[src/rtl/mem_stage.sv]
// Memory-access pipeline stage: performs byte/half/word loads and stores as byte
// transfers on an 8-bit shared RAM bus. Optional alignment check via MEM_ALIGN_CHECK_EN.
module mem_stage #(
    parameter int ADDR_W = 32,
    parameter int DATA_W = 32
) (
    input  logic              clk_in,
    input  logic              rst_in,
    input  logic              rd_in,
    input  logic [4:0]        rd_addr_in,
    input  logic [DATA_W-1:0] rd_val_in,
    input  logic [3:0]        inst_type_in,
    input  logic              load_in,
    input  logic              store_in,
    input  logic [ADDR_W-1:0] mem_addr_in,
    input  logic [DATA_W-1:0] mem_val_in,
    input  logic              mem_gnt_in,
    input  logic [7:0]        mem_din,
    output logic              mem_req_out,
    output logic [ADDR_W-1:0] mem_a_out,
    output logic [7:0]        mem_dout,
    output logic              mem_wr_out,
    output logic              rd_out,
    output logic [4:0]        rd_addr_out,
    output logic [DATA_W-1:0] rd_val_out,
    output logic              stallreq_from_mem,
    output logic              misalign_out
);

    localparam logic [3:0] INST_LB  = 4'd1;
    localparam logic [3:0] INST_LH  = 4'd2;
    localparam logic [3:0] INST_LBU = 4'd4;
    localparam logic [3:0] INST_LHU = 4'd5;
    localparam logic [3:0] INST_SB  = 4'd6;
    localparam logic [3:0] INST_SH  = 4'd7;
    localparam int         LANES    = DATA_W / 8;

    typedef enum logic [1:0] {IDLE, XFER, DONE} state_t;

    state_t            state_reg;
    logic [2:0]        cnt_reg;
    logic [DATA_W-1:0] data_buf_reg;
    logic              issued_reg;
    logic              skip_reg;

    logic              mem_op;
    logic [2:0]        size;
    logic              sext;
    logic              beat;
    logic              misaligned;
    logic [1:0]        cap_idx;
    logic [DATA_W-1:0] load_ext;
    logic [7:0]        val_lane [LANES];

    genvar gi;
    generate
        for (gi = 0; gi < LANES; gi++) begin : g_lane
            assign val_lane[gi] = mem_val_in[8*gi +: 8];
        end
    endgenerate

    assign mem_op  = load_in | store_in;
    assign beat    = (state_reg == XFER) && mem_gnt_in && (cnt_reg < size);
    assign cap_idx = cnt_reg[1:0] - 2'd1;

    always_comb begin
        size = 3'd4;
        sext = (inst_type_in == INST_LB) || (inst_type_in == INST_LH);
        case (inst_type_in)
            INST_LB, INST_LBU, INST_SB: size = 3'd1;
            INST_LH, INST_LHU, INST_SH: size = 3'd2;
            default:                    size = 3'd4;
        endcase
    end

`ifdef MEM_ALIGN_CHECK_EN
    assign misaligned = ((size == 3'd2) && mem_addr_in[0]) ||
                        ((size == 3'd4) && (mem_addr_in[1:0] != 2'b00));
`else
    assign misaligned = 1'b0;
`endif

    always_comb begin
        load_ext = data_buf_reg;
        if (size == 3'd1)
            load_ext = {{(DATA_W-8){sext & data_buf_reg[7]}}, data_buf_reg[7:0]};
        else if (size == 3'd2)
            load_ext = {{(DATA_W-16){sext & data_buf_reg[15]}}, data_buf_reg[15:0]};
    end

    always_ff @(posedge clk_in) begin
        if (rst_in) begin
            state_reg    <= IDLE;
            cnt_reg      <= 3'd0;
            data_buf_reg <= '0;
            issued_reg   <= 1'b0;
            skip_reg     <= 1'b0;
        end else begin
            // A read address driven now returns its byte next cycle.
            issued_reg <= beat && !store_in;
            case (state_reg)
                IDLE: begin
                    if (mem_op) begin
                        if (misaligned) begin
                            state_reg <= DONE;
                            skip_reg  <= 1'b1;
                        end else if (mem_gnt_in) begin
                            state_reg    <= XFER;
                            cnt_reg      <= 3'd0;
                            data_buf_reg <= '0;
                        end
                    end
                end
                XFER: begin
                    if (beat)
                        cnt_reg <= cnt_reg + 3'd1;
                    if (issued_reg)
                        data_buf_reg[{cap_idx, 3'b000} +: 8] <= mem_din;
                    if (store_in ? (beat && (cnt_reg == size - 3'd1)) : (cnt_reg == size))
                        state_reg <= DONE;
                end
                DONE: begin
                    state_reg <= IDLE;
                    skip_reg  <= 1'b0;
                end
                default: state_reg <= IDLE;
            endcase
        end
    end

    always_comb begin
        mem_req_out       = 1'b0;
        mem_a_out         = '0;
        mem_dout          = 8'h00;
        mem_wr_out        = 1'b0;
        rd_out            = 1'b0;
        rd_addr_out       = '0;
        rd_val_out        = '0;
        stallreq_from_mem = 1'b0;
        misalign_out      = 1'b0;
        if (!rst_in) begin
            rd_addr_out = rd_addr_in;
            case (state_reg)
                IDLE: begin
                    if (mem_op) begin
                        stallreq_from_mem = 1'b1;
                        if (misaligned)
                            misalign_out = 1'b1;
                        else
                            mem_req_out = 1'b1;
                    end else begin
                        rd_out     = rd_in;
                        rd_val_out = rd_val_in;
                    end
                end
                XFER: begin
                    mem_req_out       = 1'b1;
                    stallreq_from_mem = mem_op;
                    if (beat) begin
                        mem_a_out = mem_addr_in + ADDR_W'(cnt_reg);
                        if (store_in) begin
                            mem_wr_out = 1'b1;
                            mem_dout   = val_lane[cnt_reg[1:0]];
                        end
                    end
                end
                DONE: begin
                    rd_out = rd_in & load_in & ~store_in & ~skip_reg;
                    if (load_in && !skip_reg)
                        rd_val_out = load_ext;
                end
                default: ;
            endcase
        end
    end

endmodule

[config.mk]
export PLATFORM = sky130hd
export DESIGN_NAME = mem_stage
export DESIGN_NICKNAME = d
export VERILOG_FILES = /design/src/rtl/mem_stage.sv
export SDC_FILE = /design/constraint.sdc
export NUM_CORES = 1
export LEC_CHECK = 0
export BUFFER_PORTS_ARGS = -buffer_cell sky130_fd_sc_hd__buf_2
export CORE_AREA = 2 2 128 80
export CTS_BUF_LIST = sky130_fd_sc_hd__clkbuf_2
export CTS_CLUSTER_DIAMETER = 100
export CTS_CLUSTER_SIZE = 40
export DETAILED_ROUTE_END_ITERATION = 8
export DIE_AREA = 0 0 130 82
export PLACE_DENSITY_LB_ADDON = 0.1
export SLEW_MARGIN = 20
export SYNTH_ARGS = -nofsm -noshare
export SYNTH_HDL_FRONTEND = slang
export SYNTH_SLANG_ARGS = --single-unit
[constraint.sdc]
create_clock -name clk_in -period 9.9 [get_ports clk_in]
set_input_delay 1.98 -clock clk_in [delete_from_list [all_inputs] [get_ports clk_in]]
set_output_delay 1.98 -clock clk_in [all_outputs]
set_load 0.03 [all_outputs]
==> results_dict.tcl, run 1 <==
set metrics [dict create \
    port_buffers 199 \
    netlist_instances 470 \
    synth-seq-cells 38 \
    first_pass_iters 5 \
    synth_top_family_by_area "simple AND/OR/NAND/NOR gates" \
    num_vias 4095 \
    path_cells "buf_2, nor2_1, mux2i_1, or2_2, ha_1, nor2_1, ha_1, nor2b_1, o21a_1, or3_1, a311oi_1, buf_2" \
    dp_hpwl_mm 9.413 \
    synth_area_leaders "dfxtp_1 (22%), o21ai_0 (6.5%), a21oi_1 (5.2%)" \
    ff2ff_path_depth 6 \
    hold_slack_ns 0.4914 \
    status "completed" \
    r2r-start "cnt_reg[0]$_SDFFE_PP0P_" \
    die_h_um 82 \
    cts_buffer_depth 2 \
    p_per_area_nw_per_um2 88.48 \
    core-area_um2 9564 \
    synthFlopType "dfxtp_1" \
    worst_slew_pin_slew_ns 0.9943 \
    ctsRootBufferMaster "clkbuf_2" \
    post_cts_buffers 0 \
    ys_warn_count 0 \
    cp.depth 12 \
    startpoint "inst_type_in[1]" \
    grt_max_degree 36 \
    die_w_um 130 \
    cts_repair_resize_count 0 \
    critical_path_class "in -> out" \
    grt_overflow 0 \
    fin_worst_skew_ns 0.03213 \
    startpoint_type "primary input" \
    layout-drive-gt1-share 0.3533 \
    async_reset_ff_frac 0 \
    ant_nets 0 \
    syn_avg_cell_area_um2 7.318 \
    multi_input_area_um2 2502 \
    syn_area_um2 3440 \
    clock_latency_ns 0.41 \
    wirelength_mm 11.55 \
    hold_buffers 0 \
    seq_area_um2 760.7 \
    synth_top_cell_area_share 0.2212 \
    crit_buf_inv 2 \
    htreeDepth 2 \
    clock.fmax_ghz 0.1487 \
    rsz0062_at_grt "no" \
    gr-usage-all-layers 0.2120 \
    synth_simple_gate_area_frac 0.3470 \
    largest_register_ffs 32 \
    max_stage_delay_ns 0.76 \
    r2r-end "issued_reg$_SDFF_PP0_" \
    finalHoldViolCount 0 \
    setup_viol 0 \
    critPathMaxFanout 32 \
    syn_to_final_growth_pct 33.39 \
    drtIter0Drc 326 \
    syn_nets 603 \
    endpoint_kind "output pin" \
    start_util 0.3596 \
    cp_data_arrival_time_ns 4.74 \
    ios 201 \
    p_leak_uw 0.002061 \
    ir_worst_vdd_uv 57.69 \
    layout_commonest_cell "buf_2" \
    fillCellCount 985 \
    grt_pass1_vias 3474 \
    synth-compound-area-share 0.2092 \
    stdcell_count 787 \
    slew_headroom 0.3371 \
    r2r_slack_ns 7.32 \
    crit_slowest_cell "or3_1" \
    hp-start "data_buf_reg[31]$_SDFFE_PP0P_" \
    dp_cells 778 \
    grt_pass1_wl_mm 17.78 \
    required_ns 7.92 \
    yosys.area_share.adder 0.05311 \
    crit_end "mem_a_out[14]" \
    wl_per_cell_um 14.68 \
    synth_edf_count 0 \
    cts.sinks 38 \
    synth_cell_types 51 \
    viasPerCell 5.203 \
    drc 0 \
    synth-xor-area-share 0.06111 \
    row_count 28 \
    final.setup.tns_ns 0 \
    place_congestion 0.8463 \
    most-common-layout-cells "buf_2 (199), nor2_1 (45), o21ai_0 (45)" \
    hold_class "reg -> reg" \
    die_area_um2 10660 \
    crit_family "simple AND/OR/NAND/NOR gates" \
    fin_nets 783 \
    synthMuxAreaShare 0.05529 \
    clk_pin_slew_ns 0.21 \
    final.period_utilization 0.6791 \
    cap_violations 0 \
    synth_top_area_cell "dfxtp_1" \
    slew_violations 0 \
    fin_crit_ns 6.723 \
    yosysSeqAreaShare 0.2212 \
    cts_tree "built" \
    antenna_found_initial 1 \
    cts_buffers 5 \
]
[cells in the mapped netlist (4+ instances only)]
library cell,count
and4_1,6
buf_2,4
nand4_1,11
nor4_1,6
a21oi_1,36
nand3_1,29
and3_1,11
a22oi_1,8
nand2b_1,20
xnor2_1,18
a22o_1,16
nor2b_1,10
clkbuf_1,17
or3_1,9
xor2_1,6
nor3b_1,4
ha_1,13
dfxtp_1,38
nor2_1,45
nor3_1,17
mux4_2,8
o21ai_0,45
inv_1,15
nand2_1,40
[metrics by stage]
step | instance area, µm² | power [µW] | util | setup WS [ns]
after CTS | 4583 | 408.1 | 0.4792 | 3.165
after global routing | 4588 | 427.7 | 0.4797 | 2.995
after detailed placement | 4489 | 283.9 | 0.4694 | 3.164
after floorplan | 3440 | 233.5 | - | 3.489
final | 4588 | 406.0 | 0.4797 | 3.177
after global placement | 4489 | 283.2 | 0.4694 | 3.232
[where the power goes]
group / internal (µW) / switching [µW] / total [µW]
sequential: 155 / 4.32 / 159
combinational: 47.6 / 74.3 / 122
clock: 68.4 / 56.3 / 125
total: 271 / 135 / 406
[how the worst min path moves through the flow]
stage | to | slack [ns] | cells past startpoint
finish | data_buf_reg[31]$_SDFFE_PP0P_ | 0.49 | 2
CTS | data_buf_reg[31]$_SDFFE_PP0P_ | 0.49 | 2
floorplan | data_buf_reg[0]$_SDFFE_PP0P_ | 0.44 | 1
detailed placement | data_buf_reg[5]$_SDFFE_PP0P_ | 0.46 | 1
global route | data_buf_reg[30]$_SDFFE_PP0P_ | 0.52 | 2
global placement | data_buf_reg[14]$_SDFFE_PP0P_ | 0.46 | 1
[layer usage]
| layer | global-route usage | up-vias | wire [µm] |
|---|---|---|---|
| met4 | 0.02581 | 0 | 36 |
| met1 | 0.3328 | 1868 | 5885 |
| li1 | - | 2050 | - |
| met5 | 0 | - | 0 |
| met2 | 0.3010 | 173 | 4723 |
| met3 | 0.04169 | 4 | 906 |
[worst reg2reg max path: cells and delay by family, from the launching register on]
kind                     cells  cell delay, ns
AND/OR/NAND/NOR              3            0.97
adder cells (fa/ha/maj)      1            0.26
buffers and inverters        1            0.23
flip-flops                   1            0.84
AO/OA/AOI/OAI                1            0.20
[logic make-up after synthesis]
| group | Yosys count |
|---|---|
| and+or+nand+nor | 223 |
| AOI/OAI and AO/OA | 119 |
| buffers and inverters | 42 |
| DFF | 38 |
| xor gates and xnor gates | 24 |
| adders and majority gates | 14 |
| muxes | 9 |
| other | 1 |
[area by class of cell]
cell class	instances	share of cell area
diodes	1	0.0005454
clock buffers	5	0.005454
well taps	135	0.03681
repair buffers	200	0.2187
clock inverters	3	0.01500
flip-flops and latches	38	0.1658
inverters	15	0.01227
multi-input cells	390	0.5454
Power figures use the tool's default switching activity.
==> run 2: changes to the inputs <==
==> constraint.sdc (replaced) <==
create_clock -name clk_in -period 5.5 [get_ports clk_in]
set_input_delay 1.1 -clock clk_in [delete_from_list [all_inputs] [get_ports clk_in]]
set_output_delay 1.1 -clock clk_in [all_outputs]
set_load 0.03 [all_outputs]
==> run 2 against run 1 <==
  * Total power up 82%
  * Count of clock-buffer cells in the layout unchanged
  * Global-route usage about the same
  * Hold slack better by 0.0028 ns
  * Sequential power up 79%
  * Worst setup slack worse by 2.6 ns
  * Final cell count up 0.38%
  * Clock skew up 0.010 ns
  * Sequential cell count unchanged
  * Sequential share of layout area down 0.090 points
  * Via count up 0.76%
==> results_dict.tcl, run 2 (synthesis gave the netlist of run 1 again) <==
set metrics [dict create \
    status "completed" \
    ios 201 \
    fin_worst_skew_ns 0.04216 \
    wirelength_mm 11.78 \
    port_buffers 199 \
    clock_latency_ns 0.44 \
    die_h_um 82 \
    p_leak_uw 0.002082 \
    ctsRootBufferMaster "clkbuf_2" \
    syn_to_final_growth_pct 34.12 \
    slew_headroom 0.2874 \
    dpl_cell_area_um2 4519 \
    fin_crit_ns 4.934 \
    worst_slew_pin_slew_ns 1.067 \
    drtIter0Drc 334 \
    layout-drive-gt1-share 0.3557 \
    final.setup.tns_ns 0 \
    p_per_area_nw_per_um2 160.5 \
    post_cts_buffers 0 \
    cts_buffer_depth 2 \
    row_count 28 \
    grt_overflow 0 \
    finalHoldViolCount 0 \
    most-common-layout-cells "buf_2 (199), nor2_1 (45), o21ai_0 (45)" \
    ant_nets 0 \
    num_vias 4126 \
    grt_max_degree 35 \
    clk_pin_slew_ns 0.25 \
    cts_tree "built" \
    htreeDepth 2 \
    cp_data_arrival_time_ns 3.83 \
    drc 0 \
    cts_buffers 5 \
    fin_nets 787 \
    endpoint_kind "output pin" \
    rsz0062_at_grt "no" \
    critPathMaxFanout 32 \
    grt_pass1_wl_mm 17.82 \
    antenna_found_initial 0 \
    hold_class "reg -> reg" \
    startpoint_type "primary input" \
    cap_violations 0 \
    largest_register_ffs 32 \
    viasPerCell 5.223 \
    place_congestion 0.9002 \
    required_ns 4.40 \
    start_util 0.3596 \
    slew_violations 0 \
    clock.fmax_ghz 0.2027 \
    critical_path_class "in -> out" \
    setup_viol 0 \
    wl_per_cell_um 14.91 \
    gr-usage-all-layers 0.2117 \
    dp_hpwl_mm 9.475 \
    ir_worst_vdd_uv 108.0 \
    layout_commonest_cell "buf_2" \
    final.period_utilization 0.8970 \
    hold_buffers 0 \
    n_antenna_cell 0 \
    cts_repair_resize_count 0 \
    cts.sinks 38 \
    first_pass_iters 5 \
    core-area_um2 9564 \
    die_w_um 130 \
    grt_pass1_vias 3545 \
    design_area_um2 4613 \
    die_area_um2 10660 \
]
[run 2: cell count changes in the layout (fill, tap and decap cells not counted)]
cell | previous run | this run
buf_4 | 1 | 5
diode_2 | 1 | 0
nor2b_1 | 9 | 10
nor2b_2 | 1 | 0
[run 2: path summary, 6_finish.rpt]
kind	from	endpoint	slack, ns	depth (start not counted)
worst max-delay path	inst_type_in[1]	mem_a_out[14]	0.57	12
worst min-delay path	data_buf_reg[17]$_SDFFE_PP0P_	data_buf_reg[17]$_SDFFE_PP0P_	0.49	2
worst max register to register	cnt_reg[1]$_SDFFE_PP0P_	state_reg[1]$_SDFFE_PP0P_	2.96	6
worst min register to register	data_buf_reg[17]$_SDFFE_PP0P_	data_buf_reg[17]$_SDFFE_PP0P_	0.49	2
[run 2: stage by stage]
stage               instances  hold slack (ns)  setup WS, ns  total power, µW    util
floorplan                 470           0.4433        0.8488            420.4       -
global placement          782           0.4574        0.6088            511.2  0.4725
detailed placement        782           0.4618        0.5409            513.6  0.4725
CTS                       790           0.4966        0.5198            742.9  0.4823
global route              790           0.5170        0.3386            779.6  0.4823
finish                    790           0.4942        0.5662            740.2  0.4823
[run 2: report_power, final]
group | switching (µW) | total (µW) | internal, µW
sequential | 5.73 | 285 | 279
combinational | 137 | 224 | 87.0
clock | 108 | 231 | 123
total | 251 | 740 | 489
[run 2: final cells by class]
type / count / area (µm²)
Timing Repair Buffer: 204 / 1033
Inverter: 15 / 56.30
Sequential cell: 38 / 760.7
Multi-Input combinational cell: 390 / 2500
Clock buffer: 5 / 25.02
Tap cell: 135 / 168.9
Clock inverter: 3 / 68.82
Fill cell: 1008 / 4951
[run 2: worst max-delay path, cell delays in order]
cell and delay, ns:
buf_2 0.12, nor2_1 0.09, mux2i_1 0.07, or2_2 0.32, ha_1 0.21, nor2_1 0.12
ha_1 0.15, nor2b_1 0.04, o21a_1 0.21, or3_1 0.79, a311oi_1 0.36, buf_2 0.25
[run 2: layer usage]
| layer | track usage | vias to the layer above | share of wire |
|---|---|---|---|
| li1 | - | 2059 | - |
| met1 | 0.3187 | 1875 | 0.50 |
| met2 | 0.3115 | 183 | 0.41 |
| met3 | 0.04560 | 9 | 0.088 |
| met4 | 0.03441 | 0 | 0.0060 |
| met5 | 0 | - | 0 |
==> run 3: changes to the inputs <==
--- a/config.mk
+++ b/config.mk
@@ -6,12 +6,14 @@
 export NUM_CORES = 1
 export LEC_CHECK = 0
 export BUFFER_PORTS_ARGS = -buffer_cell sky130_fd_sc_hd__buf_2
-export CORE_AREA = 2 2 128 80
+export CELL_PAD_IN_SITES_DETAIL_PLACEMENT = 1
+export CELL_PAD_IN_SITES_GLOBAL_PLACEMENT = 2
+export CORE_AREA = 2 2 169 105
 export CTS_BUF_LIST = sky130_fd_sc_hd__clkbuf_2
 export CTS_CLUSTER_DIAMETER = 100
 export CTS_CLUSTER_SIZE = 40
 export DETAILED_ROUTE_END_ITERATION = 8
-export DIE_AREA = 0 0 130 82
+export DIE_AREA = 0 0 171 107
 export PLACE_DENSITY_LB_ADDON = 0.1
 export SLEW_MARGIN = 20
 export SYNTH_ARGS = -nofsm -noshare
==> constraint.sdc (replaced) <==
create_clock -name clk_in -period 4.06 [get_ports clk_in]
set_input_delay 0.812 -clock clk_in [delete_from_list [all_inputs] [get_ports clk_in]]
set_output_delay 0.812 -clock clk_in [all_outputs]
set_load 0.03 [all_outputs]
==> run 3 against run 2 <==
  * Sequential power rose by 36%
  * Final cell count rose by 14%
  * Total power rose by 39%
  * Clock power rose by 38%
  * First-iteration DRC count fell by 34%
  * Combinational power rose by 45%
  * Sequential share of layout area fell by 0.89 points
  * Hold slack improved by 0.0042 ns
  * Count of clock-buffer cells in the layout did not move
  * Final area rose by 5.7%
  * Clock skew fell by 0.0076 ns
  * Global-route usage fell by 5.0 points
==> results_dict.tcl, run 3 (synthesis gave the netlist of run 1 again) <==
set metrics [dict create \
    wl_per_cell_um 16.94 \
    p_per_area_nw_per_um2 211.3 \
    critical_path_class "in -> out" \
    hold_class "reg -> reg" \
    final.period_utilization 0.9646 \
    critPathMaxFanout 16 \
    cap_violations 0 \
    ctsRootBufferMaster "clkbuf_2" \
    p_sw_frac 0.3499 \
    clock.fmax_ghz 0.2553 \
    viasPerCell 4.765 \
    dp_hpwl_mm 12.46 \
    row_count 37 \
    n_antenna_cell 0 \
    clk_pin_slew_ns 0.21 \
    cp_data_arrival_time_ns 3.10 \
    cts_buffer_depth 2 \
    final.setup.tns_ns 0 \
    cts_tree "built" \
    die_h_um 107 \
    die_area_um2 18300 \
    syn_to_final_growth_pct 41.80 \
    p_sw_uw 360.5 \
    fin_crit_ns 3.916 \
    largest_register_ffs 32 \
    num_vias 4293 \
    layout_commonest_cell "buf_2" \
    internal_power_uw 669.9 \
    slew_violations 0 \
    p_seq_frac 0.375 \
    comb_power_share 0.315 \
    grt_pass1_wl_mm 23.03 \
    fin_worst_skew_ns 0.03454 \
    r2r_slack_ns 1.83 \
    startpoint_type "primary input" \
    wirelength_mm 15.26 \
    start_util 0.2052 \
    drtIter0Drc 221 \
    cts_buffers 5 \
    place_congestion 0.8093 \
    die_w_um 171 \
    ant_nets 0 \
    fillCellCount 2127 \
    grt_overflow 0 \
    grt_max_degree 35 \
    required_ns 3.25 \
    status "completed" \
    dpl_cell_area_um2 4743 \
    finalHoldViolCount 0 \
    most-common-layout-cells "buf_2 (197), o21ai_0 (45), nor2_1 (44)" \
    clock_latency_ns 0.43 \
    slew_headroom 0.3498 \
    antenna_found_initial 0 \
    drc 0 \
    setup_viol 0 \
    gr-usage-all-layers 0.1619 \
    rsz0062_at_grt "no" \
    worst_slew_pin_slew_ns 0.9735 \
    design_area_um2 4877 \
    port_buffers 199 \
    cts.sinks 38 \
    ir_worst_vdd_uv 137.0 \
    ios 201 \
    grt_pass1_vias 4125 \
    htreeDepth 2 \
    core-area_um2 16760 \
    first_pass_iters 4 \
    layout-drive-gt1-share 0.3733 \
    p_leak_uw 0.002159 \
    fin_nets 799 \
    clkPwrFrac 0.310 \
    endpoint_kind "output pin" \
]
[run 3: final cells by class]
cell class | count | area, µm² | area share
Multi-Input combinational cell | 390 | 2515 | 0.5156
Timing Repair Buffer | 216 | 1159 | 0.2376
Sequential cell | 38 | 760.7 | 0.1560
Tap cell | 234 | 292.8 | 0.06003
Clock inverter | 3 | 68.82 | 0.01411
Inverter | 15 | 56.30 | 0.01154
Clock buffer | 5 | 25.02 | 0.005131
[run 3: power by group through the flow]
stage	Clock [µW]	Combinational [µW]	Sequential, µW
finish	319	324	387
global route	348	357	388
detailed placement	0	323	394
global placement	0	319	394
CTS	325	324	387
floorplan	0	182	388
[run 3: path summary, 6_finish.rpt]
| check | endpoint | startpoint | depth (start not counted) |
|---|---|---|---|
| hold / removal | data_buf_reg[22]$_SDFFE_PP0P_ | data_buf_reg[22]$_SDFFE_PP0P_ | 2 |
| setup / recovery | mem_a_out[14] | inst_type_in[2] | 13 |
| hold reg to reg | data_buf_reg[22]$_SDFFE_PP0P_ | data_buf_reg[22]$_SDFFE_PP0P_ | 2 |
| setup reg to reg | data_buf_reg[1]$_SDFFE_PP0P_ | cnt_reg[0]$_SDFFE_PP0P_ | 6 |
[run 3: per-stage QoR]
step	util	total power (µW)	setup slack, ns	hold WS [ns]	instances
global route	0.2910	1093	0.006472	0.5206	901
finish	0.2910	1030	0.1436	0.4984	901
detailed placement	0.2830	716.6	0.08277	0.4565	892
global placement	0.2830	712.9	0.1366	0.4589	892
CTS	0.2886	1036	0.05511	0.4977	900
floorplan	-	569.7	0.07472	0.4433	470
[run 3: timing repair]
| action | in CTS | in global routing |
|---|---|---|
| hold buffers | 0 | 0 |
| resized for setup | 0 | 5 |
| buffers inserted | 0 | 0 |
| endpoints found under the setup margin | 0 | 5 |
[run 3: routing by layer]
metal	vias to the layer above	wire, µm	track usage
met3	6	1025	0.03138
met5	-	0	0
met4	0	62	0.01271
li1	2091	-	-
met1	2047	8226	0.2593
met2	149	5948	0.2255
[run 3: critical path, stage by stage]
cell and delay (ns):
buf_2 0.13, nor2_1 0.09, mux2i_1 0.07, or2_2 0.32, ha_2 0.20, nor2_1 0.12
ha_1 0.16, nor2b_1 0.04, o21a_1 0.17, or3_4 0.40, buf_12 0.17, a311oi_1 0.21
buf_4 0.21
